`config.mk`:
```
export PLATFORM = sky130hd
export DESIGN_NAME = counter_seq
export DESIGN_NICKNAME = d
export VERILOG_FILES = /design/src/rtl/counter_seq_pkg.sv /design/src/rtl/counter_seq_mod_counter.sv /design/src/rtl/counter_seq.sv
export SDC_FILE = /design/constraint.sdc
export NUM_CORES = 1
export LEC_CHECK = 0
export ABC_AREA = 1
export CORE_MARGIN = 2
export CORE_UTILIZATION = 25
export CTS_BUF_LIST = sky130_fd_sc_hd__clkbuf_4 sky130_fd_sc_hd__clkbuf_8
export DETAILED_ROUTE_END_ITERATION = 7
export SYNTH_ARGS = -nofsm -noshare
export SYNTH_HDL_FRONTEND = slang
export SYNTH_SLANG_ARGS = --single-unit
export TNS_END_PERCENT = 10
```
`constraint.sdc`:
```
create_clock -name clk -period 3 [get_ports clk]
set_clock_uncertainty 0.05 [all_clocks]
set_input_delay 0.9 -clock clk [delete_from_list [all_inputs] [get_ports clk]]
set_output_delay 0.9 -clock clk [all_outputs]
set_load 0.1 [all_outputs]
```
`src/rtl/counter_seq_pkg.sv`:
```
// Shared types and defaults for the counter sequencing controller.
package counter_seq_pkg;

    typedef enum logic [1:0] {
        ST_IDLE  = 2'd0,
        ST_RUN   = 2'd1,
        ST_PAUSE = 2'd2,
        ST_DONE  = 2'd3
    } state_t;

    localparam int DEF_WIDTH   = 4;
    localparam int DEF_PRESC_W = 4;

endpackage

```
`src/rtl/counter_seq_mod_counter.sv`:
```
// Modulo up-counter datapath: counts 0..limit on en, clr forces zero.
module mod_counter
    import counter_seq_pkg::*;
#(
    parameter int WIDTH = DEF_WIDTH
) (
    input  logic             clk,
    input  logic             rst,
    input  logic             en,
    input  logic             clr,
    input  logic [WIDTH-1:0] limit,
    output logic [WIDTH-1:0] count,
    output logic             at_limit
);

    logic [WIDTH-1:0] count_q;
    logic [WIDTH-1:0] count_d;

    assign at_limit = (count_q == limit);
    assign count    = count_q;

    // The only wrap path is the limit compare; the raw increment never overflows past limit.
    always_comb begin
        count_d = count_q;
        if (clr) begin
            count_d = '0;
        end else if (en) begin
            count_d = at_limit ? '0 : count_q + WIDTH'(1);
        end
    end

    always_ff @(posedge clk) begin
        if (rst) begin
            count_q <= '0;
        end else begin
            count_q <= count_d;
        end
    end

endmodule

```
`src/rtl/counter_seq.sv`:
```
// Sequencing controller: config handshake, prescaler, run/pause/abort FSM and completion flags.
module counter_seq
    import counter_seq_pkg::*;
#(
    parameter int WIDTH   = DEF_WIDTH,
    parameter int PRESC_W = DEF_PRESC_W
) (
    input  logic               clk,
    input  logic               rst,
    input  logic               cfg_valid,
    output logic               cfg_ready,
    input  logic [WIDTH-1:0]   cfg_limit,
    input  logic [PRESC_W-1:0] cfg_presc,
    input  logic               cfg_reload,
    input  logic               start,
    input  logic               pause,
    input  logic               abort,
    input  logic               done_ack,
    output logic [WIDTH-1:0]   count,
    output logic               busy,
    output logic               tick,
    output logic               tc_pulse,
    output logic               done
);

    state_t             state_q, state_d;
    logic [PRESC_W-1:0] presc_cnt_q, presc_cnt_d;
    logic [WIDTH-1:0]   limit_q, limit_d;
    logic [PRESC_W-1:0] presc_q, presc_d;
    logic               reload_q, reload_d;
    logic               tc_pulse_q, tc_pulse_d;
    logic               done_q, done_d;
    logic               cnt_en, cnt_clr, at_limit;
    logic               cfg_xfer;

    assign tick     = (state_q == ST_RUN) && (presc_cnt_q == presc_q);
    assign cfg_xfer = cfg_valid && cfg_ready;
    assign tc_pulse = tc_pulse_q;
    assign done     = done_q;

    mod_counter #(.WIDTH(WIDTH)) u_mod_counter (
        .clk      (clk),
        .rst      (rst),
        .en       (cnt_en),
        .clr      (cnt_clr),
        .limit    (limit_q),
        .count    (count),
        .at_limit (at_limit)
    );

    always_ff @(posedge clk) begin
        if (rst) begin
            state_q <= ST_IDLE;
        end else begin
            state_q <= state_d;
        end
    end

    // Priority inside RUN/PAUSE: abort, then pause, then the tick.
    always_comb begin
        state_d = state_q;
        case (state_q)
            ST_IDLE:  if (start) state_d = ST_RUN;
            ST_RUN: begin
                if (abort)                              state_d = ST_IDLE;
                else if (pause)                         state_d = ST_PAUSE;
                else if (tick && at_limit && !reload_q) state_d = ST_DONE;
            end
            ST_PAUSE: begin
                if (abort)       state_d = ST_IDLE;
                else if (!pause) state_d = ST_RUN;
            end
            ST_DONE:  if (done_ack) state_d = ST_IDLE;
            default:  state_d = ST_IDLE;
        endcase
    end

    always_comb begin
        cfg_ready = (state_q == ST_IDLE) || (state_q == ST_DONE);
        busy      = (state_q == ST_RUN)  || (state_q == ST_PAUSE);
    end

    always_comb begin
        presc_cnt_d = presc_cnt_q;
        limit_d     = cfg_xfer ? cfg_limit  : limit_q;
        presc_d     = cfg_xfer ? cfg_presc  : presc_q;
        reload_d    = cfg_xfer ? cfg_reload : reload_q;
        tc_pulse_d  = 1'b0;
        done_d      = done_q;
        cnt_en      = 1'b0;
        cnt_clr     = 1'b0;
        case (state_q)
            ST_IDLE: begin
                if (start) begin
                    cnt_clr     = 1'b1;
                    presc_cnt_d = '0;
                end
            end
            ST_RUN: begin
                if (abort) begin
                    cnt_clr     = 1'b1;
                    presc_cnt_d = '0;
                end else if (!pause) begin
                    if (tick) begin
                        presc_cnt_d = '0;
                        cnt_en      = 1'b1;
                        if (at_limit) begin
                            tc_pulse_d = 1'b1;
                            if (!reload_q) done_d = 1'b1;
                        end
                    end else begin
                        presc_cnt_d = presc_cnt_q + PRESC_W'(1);
                    end
                end
            end
            ST_PAUSE: begin
                if (abort) begin
                    cnt_clr     = 1'b1;
                    presc_cnt_d = '0;
                end
            end
            ST_DONE: begin
                if (done_ack) done_d = 1'b0;
            end
            default: ;
        endcase
    end

    always_ff @(posedge clk) begin
        if (rst) begin
            presc_cnt_q <= '0;
            limit_q     <= '1;
            presc_q     <= '0;
            reload_q    <= 1'b0;
            tc_pulse_q  <= 1'b0;
            done_q      <= 1'b0;
        end else begin
            presc_cnt_q <= presc_cnt_d;
            limit_q     <= limit_d;
            presc_q     <= presc_d;
            reload_q    <= reload_d;
            tc_pulse_q  <= tc_pulse_d;
            done_q      <= done_d;
        end
    end

endmodule
```
### Yosys cells after proc, flatten, opt, wreduce, memory -nomap -nowiden

Cells that the tools add are included.
Widths: inputs -> output; s select.

* $mul: 0
* shift operators: 0
* reduce and logical (&&, ||, !) cells: 16
* divide/modulo/power cells: 0
* muxes and demuxes: 30
* add/sub/neg operators: 2
* equal/unequal tests: 16
* bitwise gates (word level): 2
* magnitude comparators: 0

Operators by type and width (count)
* $mux 4: 6
* $ne 2x2->1 const B: 8
* $mux 2: 7
* $mux 1: 13
* $pmux 4 s3: 1
* $add 4x1->4 const B: 2
* $eq 4x4->1: 2
* $pmux 2 s4: 1
* $reduce_and 4->1: 2
* $reduce_and 7->1: 1
* $ne 3x3->1 const B: 2
* $reduce_or 5->1: 1
* $eq 2x2->1 const B: 2
* $logic_and 1x1->1: 4
* $ne 4x3->1 const B: 1
* $pmux 1 s2: 2
* $reduce_or 2->1: 2
* $reduce_bool 3->1: 1
* $eq 2x1->1 const B: 1
* $logic_not 2->1: 1
* $logic_or 1x1->1: 2
* $not 1->1: 2
* $reduce_bool 2->1: 1
* $logic_not 1->1: 1

* latch bits: 0
* register bits after elaboration: 21
* input bits: 16
* memory bits (writable): 0
* memories: 0
* bits in read-only memories: 0
* word-level logic and storage cells: 74
* output and inout bits: 9

### Logic depth before layout (Yosys ltp)

* depth in word-level cells: 8
* depth in mapped cells: 11
* mapped depth without buffers: 11

### Hierarchy

Synthesis repeated with hierarchy kept, for this count alone.

* cells, all modules: 182
* area, all modules: 1262.5 um^2

Modules (own cells, without submodules)
* counter_seq: cells each 140, area an instance 996.0 um^2, seq. area each 340.3 um^2, times used 1
* mod_counter: cells each 42, area an instance 266.5 um^2, seq. area each 80.1 um^2, times used 1

### Worst setup path after synthesis

No wires, ideal clock.

* path kind: reg2out
* from: reg state_q[0]
* to: out cfg_ready
* slack: 77 ps
* data required time: 2050 ps
* data arrival time: 1973 ps
* cell stages (with the launch flop): 4
* path buffers: 0
* cell sequence: dfxtp_1 -> inv_1 -> ha_1 -> inv_1

* cells in the longest elaborated chain, start to end: 2
* elaborated cells between the ends (all ways): 3
* those cells by class: eq/ne: 1; reduce/logical: 2

Ends and longest elaborated chain
* start, declared: RTL line counter_seq.sv:26 `state_t state_q, state_d;`
* start signal, assigned: RTL line counter_seq.sv:55 `state_q <= state_d;`
* $eq 2x2->1 or $logic_not 2->1 (tied branches): RTL line counter_seq.sv:79 `cfg_ready = (state_q == ST_IDLE) || (state_q == ST_DONE);`
* $logic_or 1x1->1 (*): RTL line counter_seq.sv:79
* end, declared: RTL line counter_seq.sv:11 `output logic cfg_ready,`

Every way passes the cells marked *; elsewhere a longest branch is shown, timed or not.

### Final worst setup path

* from: reg presc_cnt_q[0]
* to: out tick

* cells in the longest elaborated chain, start to end: 2

Ends and longest elaborated chain
* start, declared: RTL line counter_seq.sv:27 `logic [PRESC_W-1:0] presc_cnt_q, presc_cnt_d;`
* start signal, assigned: RTL line counter_seq.sv:138 `presc_cnt_q <= presc_cnt_d;`
* $eq 4x4->1: RTL line counter_seq.sv:36 `assign tick = (state_q == ST_RUN) && (presc_cnt_q == presc_q);`
* $logic_and 1x1->1: RTL line counter_seq.sv:36
* end, declared: RTL line counter_seq.sv:21 `output logic tick,`

Every way passes these cells.

==> results_dict.tcl <==
set metrics [dict create \
    status "complete, no violations" \
    yosysWarnings 0 \
    initial_core_util 0.261 \
    drive_gt1_frac 0.115 \
    dieArea_mm2 0.00554 \
    grt_usage 0.104 \
    diodes 0 \
    post-cts-setup-buffers 0 \
    grt_setup_unrepaired "false" \
    use_met3 0.0339 \
    grtUsageMet1 0.132 \
    p_leak_nw 0.753 \
    totalNegativeSetupSlack_ps 0 \
    crit_slowest_cell "dfxtp_1" \
    drt_iter0_markers 55 \
    cts_buffers 3 \
    wl_mm 2.75 \
    slew_headroom 0.682 \
    clk_pin_slew_worst_paths_ps 80 \
    met2_usage 0.175 \
    clock-sinks 21 \
    power.switching_mw 0.547 \
    hold_viol_final 0 \
    rows 25 \
    whs_ps 424 \
    final_cell_mix "nand2_1 (55), inv_1 (31), nor2_1 (22), dfxtp_1 (21), clkdlybuf4s50_1 (15)" \
    worst-r2r-setup-slack_ps 1230 \
    rr_startpoint "state_q[0]" \
    p_int_mw 0.608 \
    pwr-share-clk 0.162 \
    final_nets 241 \
    cp_max_fo 5 \
    grt_max_degree 16 \
    arrival_ps 1450 \
    synth_cells 191 \
    worstHoldPathType "flop to flop" \
    clockBufferDepth 2 \
    syn_to_final_growth_pct 29.5 \
    slew_violations 0 \
    ys_types 24 \
    grt_pass1_vias 1014 \
    crit_buf_inv 2 \
    fmax_ghz 0.416 \
    top_usage_layer "met2" \
    power_mw 1.16 \
    maxCapViolCount 0 \
    clk_latency_ps 260 \
    p_sw_frac 0.474 \
    worst_ep_required_time_ps 2050 \
    cp_top_family "simple AND/OR/NAND/NOR gates" \
    synth_area_per_cell_um2 6.49 \
    setup-violations-final 0 \
    p_seq_frac 0.315 \
    whs_path_depth 2 \
    peakVddDrop_mv 0.306 \
    ys_seq_area_frac 0.339 \
    grt_overflow_total 0 \
    die_y_um 74.4 \
    cp_common_cell "nand2_1" \
    ys_ff_latch 21 \
    stdcell_area_mm2 0.00161 \
    hold_end "presc_q[0]" \
    cts_hold_buffers 0 \
    coreArea_mm2 0.00475 \
    avgRoutedWirePerCell_um 9.69 \
    comb_power_share 0.523 \
    n_fill_cell 546 \
    p_per_area_mw_per_mm2 720 \
    drtAntennaViolNets 0 \
    r2r-end "limit_q[1]" \
    hold_start "presc_q[0]" \
    gp_congestion 0.767 \
    via_per_inst 4.11 \
    syn-num-nets 214 \
    portBuffers 24 \
    period_needed_ps 2400 \
    htree_levels 1 \
    cts_root_buf "clkbuf_8" \
    worstSetupEndpointType "output pin" \
    startpoint_type "flop" \
    fin_crit_sh 0.800 \
    worst_pin_slew_ps 476 \
    slowest_delay_ps 430 \
    ctsResizeCount 0 \
    die_w_um 74.4 \
    tritoncts "yes" \
    path_cells "inv_2 > nand2_1 > nand2_1 > nor2_1 > nand2_2 > nor2_4 > buf_12" \
    drt-pass1-iter-count 4 \
    grt_pass1_wl_mm 4.48 \
    layout_commonest_cell "nand2_1" \
    drc 0 \
    antenna_found_initial 0 \
    io_pins 25 \
    critPathKind "flop to output pin" \
    dp_hpwl_mm 2.21 \
    syn_area_mm2 0.00124 \
    reg2reg_depth 6 \
    num_vias 1168 \
    dpl-instance-area_mm2 0.00156 \
]
==> cell families after synthesis <==
logic type	Yosys count	synth area share
simple gates	96	0.331
flops	21	0.339
fa+ha+maj	7	0.0706
xor+xnor	2	0.0141
compound gates	29	0.136
buf+inv	36	0.109
==> sequential cells by signal (all words and copies together) (netlist names) <==
name / flops
done: 1
u_mod_counter.count: 4
presc_cnt_q: 4
reload_q: 1
presc_q: 4
limit_q: 4
state_q: 2
tc_pulse: 1
==> metrics by stage <==
step | instances | setup WS [ps] | utilization
2_1_floorplan | 191 | 76.9 | -
3_3_place_gp | 280 | 629 | 0.328
3_5_place_dp | 280 | 579 | 0.328
4_1_cts | 284 | 587 | 0.338
5_1_grt | 284 | 493 | 0.338
6_report | 284 | 599 | 0.338
==> worst reg2reg max path: stages, from the launching register on <==
cell and delay, ps:
dfxtp_1 410, inv_1 90, ha_1 320, inv_1 160, nand2_1 250, inv_1 250
o211ai_1 110
==> worst max-delay path by stage <==
stage                   startpoint        endpoint  slack [ps]  cells after the start
finish              presc_cnt_q[0]            tick         600                      7
global route        presc_cnt_q[0]            tick         490                      7
CTS                     state_q[0]       cfg_ready         590                      4
detailed placement           abort  presc_cnt_q[3]         580                      9
global placement             abort  presc_cnt_q[3]         630                      9
floorplan               state_q[0]       cfg_ready          80                      3
==> power by group through the flow <==
stage / Clock, mW / Sequential (mW) / Combinational [mW]
after floorplan: 0 / 0.379 / 0.440
after global placement: 0 / 0.369 / 0.606
after detailed placement: 0 / 0.371 / 0.607
after CTS: 0.193 / 0.364 / 0.610
after global routing: 0.208 / 0.371 / 0.661
final: 0.188 / 0.364 / 0.604
==> metal layers <==
layer	share of wire	vias to the layer above
met5	0	-
met4	0.0069	0
met3	0.033	4
met2	0.48	14
met1	0.48	503
li1	-	647
==> synthesized netlist by cell type <==
library cell | count | area share
a21oi_1 | 13 | 0.052
a21oi_2 | 2 | 0.014
and2_1 | 1 | 0.0050
clkbuf_1 | 2 | 0.0061
dfxtp_1 | 21 | 0.34
ha_1 | 7 | 0.071
inv_1 | 31 | 0.094
inv_2 | 3 | 0.0091
nand2_1 | 55 | 0.17
nand2_2 | 2 | 0.010
nand2_4 | 1 | 0.0091
nand3_1 | 9 | 0.036
nand3_2 | 1 | 0.0081
nand4_1 | 1 | 0.0050
nor2_1 | 22 | 0.067
nor2_2 | 1 | 0.0050
nor2_4 | 1 | 0.0091
nor3_1 | 1 | 0.0040
nor3b_1 | 1 | 0.0061
o211ai_1 | 3 | 0.018
o21ai_0 | 8 | 0.032
o21ai_2 | 1 | 0.0071
o21bai_1 | 2 | 0.012
xor2_1 | 2 | 0.014
==> cell type report <==
class                   instances  area, µm²  area share
well taps                      67       83.8      0.0522
flip-flops and latches         21        420       0.262
repair buffers                 24        243       0.151
inverters                      34        128      0.0795
clock buffers                   3       41.3      0.0257
clock inverters                 1       5.00     0.00312
multi-input cells             134        684       0.426
Note: power is estimated with default switching activity, not from simulation.
